--- src/rtl/alu_result_writeback_if.sv ---
// Handshake bundle between the ALU output, this write-back stage and the register-file bus.
// The master side produces results and consumes beats; the slave side is the write-back stage.
interface alu_result_writeback_if #(
   parameter int DATA_W = 32
);
   logic                  in_valid;
   logic                  in_ready;
   logic [2*DATA_W-1:0]   alu_result;
   logic [4:0]            opcode;
   logic                  out_valid;
   logic                  out_ready;
   logic [DATA_W-1:0]     out_data;
   logic [1:0]            out_dest;

   modport master (
      output in_valid, alu_result, opcode, out_ready,
      input  in_ready, out_valid, out_data, out_dest
   );

   modport slave (
      input  in_valid, alu_result, opcode, out_ready,
      output in_ready, out_valid, out_data, out_dest
   );
endinterface

--- src/rtl/alu_result_writeback.sv ---
// ALU write-back stage: latches a 64-bit result into Z, then emits one Rz beat or two LO/HI beats
// (MUL/DIV) with a valid/ready handshake, updating the HI/LO registers as those beats complete.
module alu_result_writeback #(
   parameter int          DATA_W = 32,
   parameter logic [4:0]  MUL_OP = 5'b01111,
   parameter logic [4:0]  DIV_OP = 5'b10000
) (
   input  logic                   clk,
   input  logic                   clr,
   alu_result_writeback_if.slave  bus,
   output logic [DATA_W-1:0]      hi_q,
   output logic [DATA_W-1:0]      lo_q,
   output logic                   illegal_op
);

   typedef enum logic [1:0] {
      IDLE  = 2'd0,
      WB_RZ = 2'd1,
      WB_LO = 2'd2,
      WB_HI = 2'd3
   } state_t;

   localparam logic [1:0] DEST_RZ = 2'b00;
   localparam logic [1:0] DEST_LO = 2'b01;
   localparam logic [1:0] DEST_HI = 2'b10;

   state_t              r_state;
   state_t              w_next;
   logic [2*DATA_W-1:0] r_z;
   logic [4:0]          r_op;
   logic [DATA_W-1:0]   r_hi;
   logic [DATA_W-1:0]   r_lo;
   logic [DATA_W-1:0]   r_last;
   logic                r_illegal;

   logic                w_accept;
   logic                w_beat_done;
   logic                w_is_wide;
   logic                w_is_single;
   logic                w_wide_q;
   logic [DATA_W-1:0]   w_out_data;
   logic [1:0]          w_out_dest;

   // in_ready is gated by clr so the stage never advertises space while held in reset.
   assign bus.in_ready = clr & (r_state == IDLE);
   assign w_accept     = bus.in_valid & bus.in_ready;
   assign bus.out_valid = (r_state != IDLE);
   assign w_beat_done  = bus.out_valid & bus.out_ready;

   assign w_is_wide   = (bus.opcode == MUL_OP) || (bus.opcode == DIV_OP);
   assign w_is_single = ((bus.opcode >= 5'b00011) && (bus.opcode <= 5'b01110)) ||
                        (bus.opcode == 5'b10001) || (bus.opcode == 5'b10010);
   assign w_wide_q    = (r_op == MUL_OP) || (r_op == DIV_OP);

   // Beat payload comes only from registers; IDLE replays the last completed beat.
   always_comb begin
      w_out_data = r_last;
      w_out_dest = DEST_RZ;
      case (r_state)
         WB_RZ: begin
            w_out_data = r_z[DATA_W-1:0];
            w_out_dest = DEST_RZ;
         end
         WB_LO: begin
            w_out_data = r_z[DATA_W-1:0];
            w_out_dest = DEST_LO;
         end
         WB_HI: begin
            w_out_data = r_z[2*DATA_W-1:DATA_W];
            w_out_dest = DEST_HI;
         end
         default: begin
            w_out_data = r_last;
            w_out_dest = DEST_RZ;
         end
      endcase
   end

   assign bus.out_data = w_out_data;
   assign bus.out_dest = w_out_dest;
   assign hi_q         = r_hi;
   assign lo_q         = r_lo;
   assign illegal_op   = r_illegal;

   always_comb begin
      w_next = r_state;
      case (r_state)
         IDLE: begin
            if (w_accept) begin
               if (w_is_wide)        w_next = WB_LO;
               else if (w_is_single) w_next = WB_RZ;
               else                  w_next = IDLE;
            end
         end
         WB_RZ: if (w_beat_done) w_next = IDLE;
         WB_LO: if (w_beat_done) w_next = w_wide_q ? WB_HI : IDLE;
         WB_HI: if (w_beat_done) w_next = IDLE;
         default: w_next = IDLE;
      endcase
   end

   always_ff @(posedge clk or negedge clr) begin
      if (!clr) begin
         r_state   <= IDLE;
         r_z       <= '0;
         r_op      <= '0;
         r_hi      <= '0;
         r_lo      <= '0;
         r_last    <= '0;
         r_illegal <= 1'b0;
      end else begin
         r_state   <= w_next;
         r_illegal <= w_accept & ~w_is_wide & ~w_is_single;
         // Z and op are captured even for dropped opcodes.
         if (w_accept) begin
            r_z  <= bus.alu_result;
            r_op <= bus.opcode;
         end
         if (w_beat_done) begin
            r_last <= w_out_data;
            if (r_state == WB_LO) r_lo <= w_out_data;
            if (r_state == WB_HI) r_hi <= w_out_data;
         end
      end
   end

endmodule

--- src/flat_wrapper.sv ---
// flat-port wrapper written by rule: the top's interface ports become plain ports
module alu_result_writeback_flat 
#(
   parameter int          DATA_W = 32,
   parameter logic [4:0]  MUL_OP = 5'b01111,
   parameter logic [4:0]  DIV_OP = 5'b10000
)
  (clk, clr, hi_q, lo_q, illegal_op, bus_in_valid, bus_alu_result, bus_opcode, bus_out_ready, bus_in_ready, bus_out_valid, bus_out_data, bus_out_dest);
  alu_result_writeback_if #(.DATA_W(DATA_W)) bus_i ();
  input  logic clk;
  input  logic clr;
  output logic [DATA_W-1:0] hi_q;
  output logic [DATA_W-1:0] lo_q;
  output logic illegal_op;
  input wire logic [$bits(bus_i.in_valid)-1:0] bus_in_valid;
  input wire logic [$bits(bus_i.alu_result)-1:0] bus_alu_result;
  input wire logic [$bits(bus_i.opcode)-1:0] bus_opcode;
  input wire logic [$bits(bus_i.out_ready)-1:0] bus_out_ready;
  output wire logic [$bits(bus_i.in_ready)-1:0] bus_in_ready;
  output wire logic [$bits(bus_i.out_valid)-1:0] bus_out_valid;
  output wire logic [$bits(bus_i.out_data)-1:0] bus_out_data;
  output wire logic [$bits(bus_i.out_dest)-1:0] bus_out_dest;
  assign bus_i.in_valid = bus_in_valid;
  assign bus_i.alu_result = bus_alu_result;
  assign bus_i.opcode = bus_opcode;
  assign bus_i.out_ready = bus_out_ready;
  assign bus_in_ready = bus_i.in_ready;
  assign bus_out_valid = bus_i.out_valid;
  assign bus_out_data = bus_i.out_data;
  assign bus_out_dest = bus_i.out_dest;
  alu_result_writeback #(.DATA_W(DATA_W), .MUL_OP(MUL_OP), .DIV_OP(DIV_OP)) u_core (.clk(clk), .clr(clr), .bus(bus_i), .hi_q(hi_q), .lo_q(lo_q), .illegal_op(illegal_op));
endmodule
--- config.mk ---
export PLATFORM = sky130hd
export DESIGN_NAME = alu_result_writeback_flat
export DESIGN_NICKNAME = d
export VERILOG_FILES = /design/src/rtl/alu_result_writeback_if.sv /design/src/rtl/alu_result_writeback.sv /design/src/flat_wrapper.sv
export SDC_FILE = /design/constraint.sdc
export NUM_CORES = 1
export LEC_CHECK = 0
export BUFFER_PORTS_ARGS = -buffer_cell sky130_fd_sc_hd__buf_2
export CORE_MARGIN = 4
export CORE_UTILIZATION = 45
export DETAILED_ROUTE_END_ITERATION = 8
export PLACE_DENSITY = 0.68
export SLEW_MARGIN = 20
export SYNTH_ARGS = -nofsm -noshare
export SYNTH_HDL_FRONTEND = slang
export SYNTH_SLANG_ARGS = --single-unit
--- constraint.sdc ---
create_clock -name clk -period 2.35 [get_ports clk]
set_clock_uncertainty 0.15 [all_clocks]
set_input_delay 0.235 -clock clk [delete_from_list [all_inputs] [get_ports clk]]
set_output_delay 0.235 -clock clk [all_outputs]
set_load 0.02 [all_outputs]
==> out/metrics.cfg, run 1 <==
[outcome]
status = complete, but fails checks
violations = negative setup slack

[cts]
worstSkewPairLatency_ps = 420
clkSlewWorstSetupHoldPaths_ps = 60
cts_tree = done
cts_root_buf = clkbuf_16
clock_path_buffers = 2
htreeDepth = 4
cts_buffers = 17
cts.sinks = 168

[detailed_routing]
ant_nets = 0
dr.pass1.iters = 5
wl_um = 19800
first_iter_violations = 551
wl_per_cell_um = 17.6
vias = 5826
drc_errors = 0
via_per_inst = 5.18

[floorplanning]
start_util_pct = 46.0
die_w_um = 133
die_area_um2 = 17600
rows = 45
io_pins = 174
die_h_um = 133
core-area_um2 = 15200

[synthesis]
synthCells = 635
synthFlopType = dfrtp_1
syn_nets = 713
synth_compound_area_share_pct = 13.6
synth_area_um2 = 6990
synth-seq-area-share_pct = 60.1
synth_top_family_by_area = compound AO/OA/AOI/OAI gates
synthMuxAreaShare_pct = 11.3
synth_cell_types = 32
synth_edf_count = 0
synthAdderAreaFrac_pct = 0.895
yosys.area_share.simple_pct = 8.37
async_flop_share_pct = 100
ys_seq_elements = 168
yosys_warnings = 0
syn_avg_cell_area_um2 = 11.0
synth_xor_xnor_area_share_pct = 0.250

[timing]
period_share_pct = 104
fmax_mhz = 410
rsz0062_at_grt = true
final.setup.tns_ps = -1040
final_max_slew_viol_count = 0
tightest_slew_ps = 807
setup_viol = 24
layout_setup_ws_ps = -88.1
finalCriticalPeriod_ps = 2440
relSlewSlack_pct = 46.2
finalHoldViolations = 0

[global_route]
grt_max_degree = 89
grt_overflow = 0
grt_pass1_wl_um = 31100
antenna_found_initial = 1
grt_util_all_layers_pct = 22.3
grt_pass1_vias = 5813

[final_layout]
layout.nets = 1001
syn_to_final_growth_pct = 45.0
layout.cells.non_filler = 1124
final_common_cell = buf_2
drive_gt1_share_pct = 43.2
final_cell_mix = buf_2, dfrtp_1, nand2_1, o21ai_0, dlygate4sd3_1

[hold_path]
hold_end = u_core.illegal_op$_DFF_PN0_
hp-class = in -> reg
hold_depth = 3
worstHoldStart = bus_in_valid

[worst_setup_path]
cp-start-kind = flip-flop
crit_arrival_ps = 2050
critPathMaxStageDelay_ps = 420
worst_r2r_path_depth = 9
path_depth = 8
timing.rr.end = u_core.lo_q[16]$_DFFE_PN0P_
cp.buffers_inverters = 4
cp_max_fo = 16
crit_chain = inv_2 -> ha_4 -> buf_8 -> a22oi_1 -> nor2_1 -> a21oi_2 -> inv_1 -> buf_2
ff2ff_setup_slack_ps = 300
cpLargestDelayFamily = buffers and inverters
timing_worst_setup_path_type = reg -> out
reg2reg_from = u_core.r_state[0]$_DFFE_PN0P_
crit_required_ps = 1970
cp-end-kind = output port
cp_slowest_cell = dfrtp_1

[placement]
gp_congestion = 0.853
dpl.cell_count = 992
place_ws_ps = -74.2
place_hpwl_um = 13100
place.port_buffers = 173

[flow_run]
max_cap_violations = 0

[power_and_ir_drop]
p_leak_nw = 5.04
peakVddDrop_mv = 0.743
powerDensity_nw_per_um2 = 1600

==> registers in the layout, summed over array words and instances, names as in the netlist <==
name               count
u_core.r_state         2
u_core.r_last         32
u_core.lo_q           32
u_core.r_z            64
u_core.illegal_op      1
u_core.hi_q           32
u_core.r_op            5
==> how the worst max path moves through the flow <==
stage               slack, ps                to                           from
global placement           -4  bus_out_data[25]  u_core.r_state[0]$_DFFE_PN0P_
floorplan                 430  bus_out_data[20]  u_core.r_state[0]$_DFFE_PN0P_
finish                    -90  bus_out_data[16]  u_core.r_state[1]$_DFFE_PN0P_
global route             -160  bus_out_data[10]  u_core.r_state[1]$_DFFE_PN0P_
detailed placement        -70  bus_out_data[25]  u_core.r_state[0]$_DFFE_PN0P_
CTS                       -70  bus_out_data[27]  u_core.r_state[0]$_DFFE_PN0P_
==> repair_timing <==
| item | 4_1_cts | 5_1_grt |
|---|---|---|
| gates cloned | 0 | 3 |
| setup endpoints to repair | 32 | 32 |
| endpoints found under the hold margin | 150 | 0 |
| buffers inserted | 19 | 8 |
| resized for setup | 48 | 33 |
| pin swaps | 11 | 6 |
| hold buffers | 70 | 0 |
==> cells by family (layout without fill, tap and decap cells) <==
kind of cell | after synthesis | in the layout
simple gates | 145 | 145
mux | 70 | 70
fa+ha+maj | 5 | 5
other cells | 0 | 1
buf+inv | 76 | 376
flops | 168 | 168
compound gates | 169 | 169
xor+xnor | 2 | 2
==> layer usage <==
layer	global-route usage [%]	wire length, µm
met1	32.0	9080
met2	33.7	9240
met3	4.68	960
met4	8.03	480
met5	0	0
==> worst register-to-register path, delay by kind of cell, from the launching register on <==
family,cells,cell delay (ps)
buffers and inverters,4,570
adder cells (fa/ha/maj),1,330
flip-flops,1,420
AND/OR/NAND/NOR,1,130
AO/OA/AOI/OAI,3,360
==> cell type report <==
cell class,instances,area (µm²)
Fill cell,1123,5060
Sequential cell,168,4200
Multi-Input combinational cell,391,2700
Timing Repair Buffer,309,2250
Clock buffer,21,470
Tap cell,188,235
Clock inverter,10,144
Inverter,36,135
Antenna cell,1,2.50
==> power by group <==
group	switching, mW	internal (mW)
sequential	0.923	4.24
clock	1.13	1.76
combinational	4.66	3.56
==> synth_stat cells (2+ instances only) <==
| cell type | n | area [µm²] |
|---|---|---|
| dfrtp_1 | 168 | 4200 |
| nand2_1 | 97 | 364 |
| o21ai_0 | 95 | 475 |
| mux2_2 | 63 | 709 |
| inv_1 | 36 | 135 |
| nor2_1 | 36 | 135 |
| a21oi_1 | 34 | 170 |
| a22oi_1 | 33 | 248 |
| buf_2 | 17 | 85.1 |
| clkbuf_1 | 11 | 41.3 |
| buf_6 | 10 | 113 |
| mux2_1 | 6 | 67.6 |
| ha_1 | 5 | 62.6 |
| nand2b_1 | 2 | 12.5 |
| nor2b_1 | 2 | 12.5 |
| nor4_1 | 2 | 12.5 |
| o21ai_1 | 2 | 10.0 |
| xnor2_1 | 2 | 17.5 |
==> stage by stage <==
step                util, %  area [µm²]  hold WS (ps)  power [mW]
floorplan                 -        6990          -211        8.93
global placement       54.0        8200           303        11.4
detailed placement     54.0        8200           314        11.7
CTS                    64.8        9860           109        15.5
global route           66.7       10100           140        17.2
finish                 66.7       10100           133        16.3
(Power assumes the default switching activity.)
==> run 2, diff against run 1 <==
--- a/config.mk
+++ b/config.mk
@@ -7,9 +7,9 @@
 export LEC_CHECK = 0
 export BUFFER_PORTS_ARGS = -buffer_cell sky130_fd_sc_hd__buf_2
 export CORE_MARGIN = 4
-export CORE_UTILIZATION = 45
+export CORE_UTILIZATION = 53
 export DETAILED_ROUTE_END_ITERATION = 8
-export PLACE_DENSITY = 0.68
+export PLACE_DENSITY = 0.78
 export SLEW_MARGIN = 20
 export SYNTH_ARGS = -nofsm -noshare
 export SYNTH_HDL_FRONTEND = slang
==> run 2 against run 1 <==
Effect of this change: the run still ends with negative setup slack left; worst setup slack worse by 44 ps; sequential share of layout area fell by 0.88 points; routed wire length is 13% higher; die area down 14%; combinational power grew 10%; design area is 2.2% higher; critical path type unchanged; largest cell class unchanged.
==> out/metrics.cfg, run 2 (same netlist as run 1, synthesis figures left out) <==
[global_route]
antenna_found_initial = 0  ; -1
grt_pass1_wl_um = 33100  ; +6.5%
grt_util_all_layers_pct = 29.0  ; +6.7 points
grt_max_degree = 169  ; +90%
grt_overflow = 0  ; unchanged
grt_pass1_vias = 6229  ; +7.2%

[outcome]
violations = negative setup slack
status = complete, but fails checks

[detailed_routing]
wl_um = 22400  ; +13%
via_per_inst = 5.67  ; +9.5%
ant_nets = 0  ; unchanged
drc_errors = 0  ; unchanged
first_iter_violations = 810  ; +47%
wl_per_cell_um = 20.0  ; +14%
vias = 6350  ; +9.0%
dr.pass1.iters = 5  ; unchanged

[floorplanning]
start_util_pct = 54.7  ; +8.7 points
rows = 41  ; -8.9%
core-area_um2 = 12800  ; -16%
io_pins = 174  ; unchanged
die_w_um = 123  ; -7.4%
die_h_um = 123  ; -7.4%
die_area_um2 = 15100  ; -14%

[power_and_ir_drop]
peakVddDrop_mv = 0.821  ; +11%
finalPower_mw = 17.4  ; +7.1%
powerDensity_nw_per_um2 = 1680  ; +4.8%
p_leak_nw = 5.12  ; +1.5%

[cts]
cts.sinks = 168  ; unchanged
cts_tree = done
htreeDepth = 4  ; unchanged
cts_buffers = 17  ; unchanged
clock_path_buffers = 2  ; unchanged
cts_root_buf = clkbuf_16
worstSkewPairLatency_ps = 430  ; about the same
clkSlewWorstSetupHoldPaths_ps = 60  ; about the same

[hold_path]
hp-class = in -> reg
hold_depth = 3  ; unchanged

[timing]
rsz0062_at_grt = true
tightest_slew_ps = 895  ; +87.6 ps
layout_setup_ws_ps = -132  ; -44.3 ps
holdWs_ps = 175  ; +42.0 ps
setup_viol = 24  ; unchanged
fmax_mhz = 403  ; -1.8%
final_max_slew_viol_count = 0  ; unchanged
relSlewSlack_pct = 40.4  ; -5.8 points
period_share_pct = 106  ; +1.9 points
finalCriticalPeriod_ps = 2480  ; +44.3 ps
finalHoldViolations = 0  ; unchanged

[worst_setup_path]
critPathMaxStageDelay_ps = 410  ; about the same
cp-end-kind = output port
worst_r2r_path_depth = 13  ; +4
crit_arrival_ps = 2100  ; +50 ps
crit_chain = inv_2 -> ha_4 -> buf_12 -> a22oi_1 -> nor2_1 -> a21oi_2 -> inv_1 -> buf_2
cp-start-kind = flip-flop
cp_slowest_cell = dfrtp_1
crit_required_ps = 1970  ; about the same
timing_worst_setup_path_type = reg -> out
cp_max_fo = 19  ; +3

[placement]
place_hpwl_um = 12300  ; -6.3%
gp_congestion = 0.868  ; +1.8%
place_ws_ps = 46.9  ; +121 ps
dpl.cell_count = 973  ; -1.9%
place.port_buffers = 173  ; unchanged

[final_layout]
largest_reg_flops = 64  ; unchanged
final_common_cell = dfrtp_1
syn_to_final_growth_pct = 48.1
utilization_pct = 81.1  ; +14 points
drive_gt1_share_pct = 46.0  ; +2.8 points
final_cell_mix = dfrtp_1, buf_2, nand2_1, o21ai_0, dlygate4sd3_1
layout.nets = 1011  ; +1.0%
largest_register = u_core.r_z
layout.cells.non_filler = 1119  ; -0.44%

[flow_run]
max_cap_violations = 0  ; unchanged

==> run 2: cell count changes in the layout (fill, tap and decap cells not counted), sizes merged <==
cell / change
clkbuf: -5
bufinv: +2
clkinv: +2
buf: +13
inv: -1
==> run 2: cell type report <==
class / instances / area, µm²
Inverter: 36 / 135
Fill cell: 690 / 2410
Tap cell: 172 / 215
Antenna cell: 1 / 2.50
Clock inverter: 13 / 201
Timing Repair Buffer: 319 / 2390
Sequential cell: 168 / 4200
Multi-Input combinational cell: 391 / 2770
Clock buffer: 19 / 443
==> run 2: path summary, 6_finish.rpt <==
check / start / to / slack [ps]
min reg2reg: u_core.hi_q[31]$_DFFE_PN0P_ / u_core.hi_q[31]$_DFFE_PN0P_ / 330
min in group asynchronous: clr / u_core.r_last[26]$_DFFE_PN0P_ / 360
max: u_core.r_state[1]$_DFFE_PN0P_ / bus_out_data[15] / -130
min: bus_in_valid / u_core.illegal_op$_DFF_PN0_ / 170
max reg2reg: u_core.r_state[1]$_DFFE_PN0P_ / u_core.r_last[1]$_DFFE_PN0P_ / 30
max in group asynchronous: clr / u_core.r_z[9]$_DFFE_PN0P_ / 1030
==> run 2: critical path: cells and delay by family (launching register included) <==
kind                     cells  cell delay (ps)
AO/OA/AOI/OAI                2              400
adder cells (fa/ha/maj)      1              230
buffers and inverters        4              510
flip-flops                   1              410
AND/OR/NAND/NOR              1              100
==> run 2: where the power goes <==
| group | internal (mW) | total (mW) | switching [mW] |
|---|---|---|---|
| clock network | 1.91 | 3.07 | 1.16 |
| logic | 3.94 | 9.03 | 5.09 |
| registers | 4.24 | 5.31 | 1.07 |
==> run 2: per-layer routing <==
layer	vias up	wire length, µm	track usage (%)
met5	-	0	0
met1	3137	8940	38.9
met4	0	726	12.4
met2	384	10900	46.0
li1	2755	-	-
met3	74	1790	5.99
==> run 2: stage by stage <==
stage                     TNS [ps]  cell area [µm²]
after floorplan                  0             6990
after global placement           0             8170
after detailed placement         0             8170
after CTS                     -695            10100
after global routing         -2810            10400
final                         -887            10400
==> run 2: repair_timing <==
item,4_1_cts,5_1_grt
hold endpoints to repair,238,0
gates resized for setup,63,61
pin swaps,5,18
cloned,3,0
buffers inserted,26,14
hold buffers,70,0
setup endpoints to repair,32,38
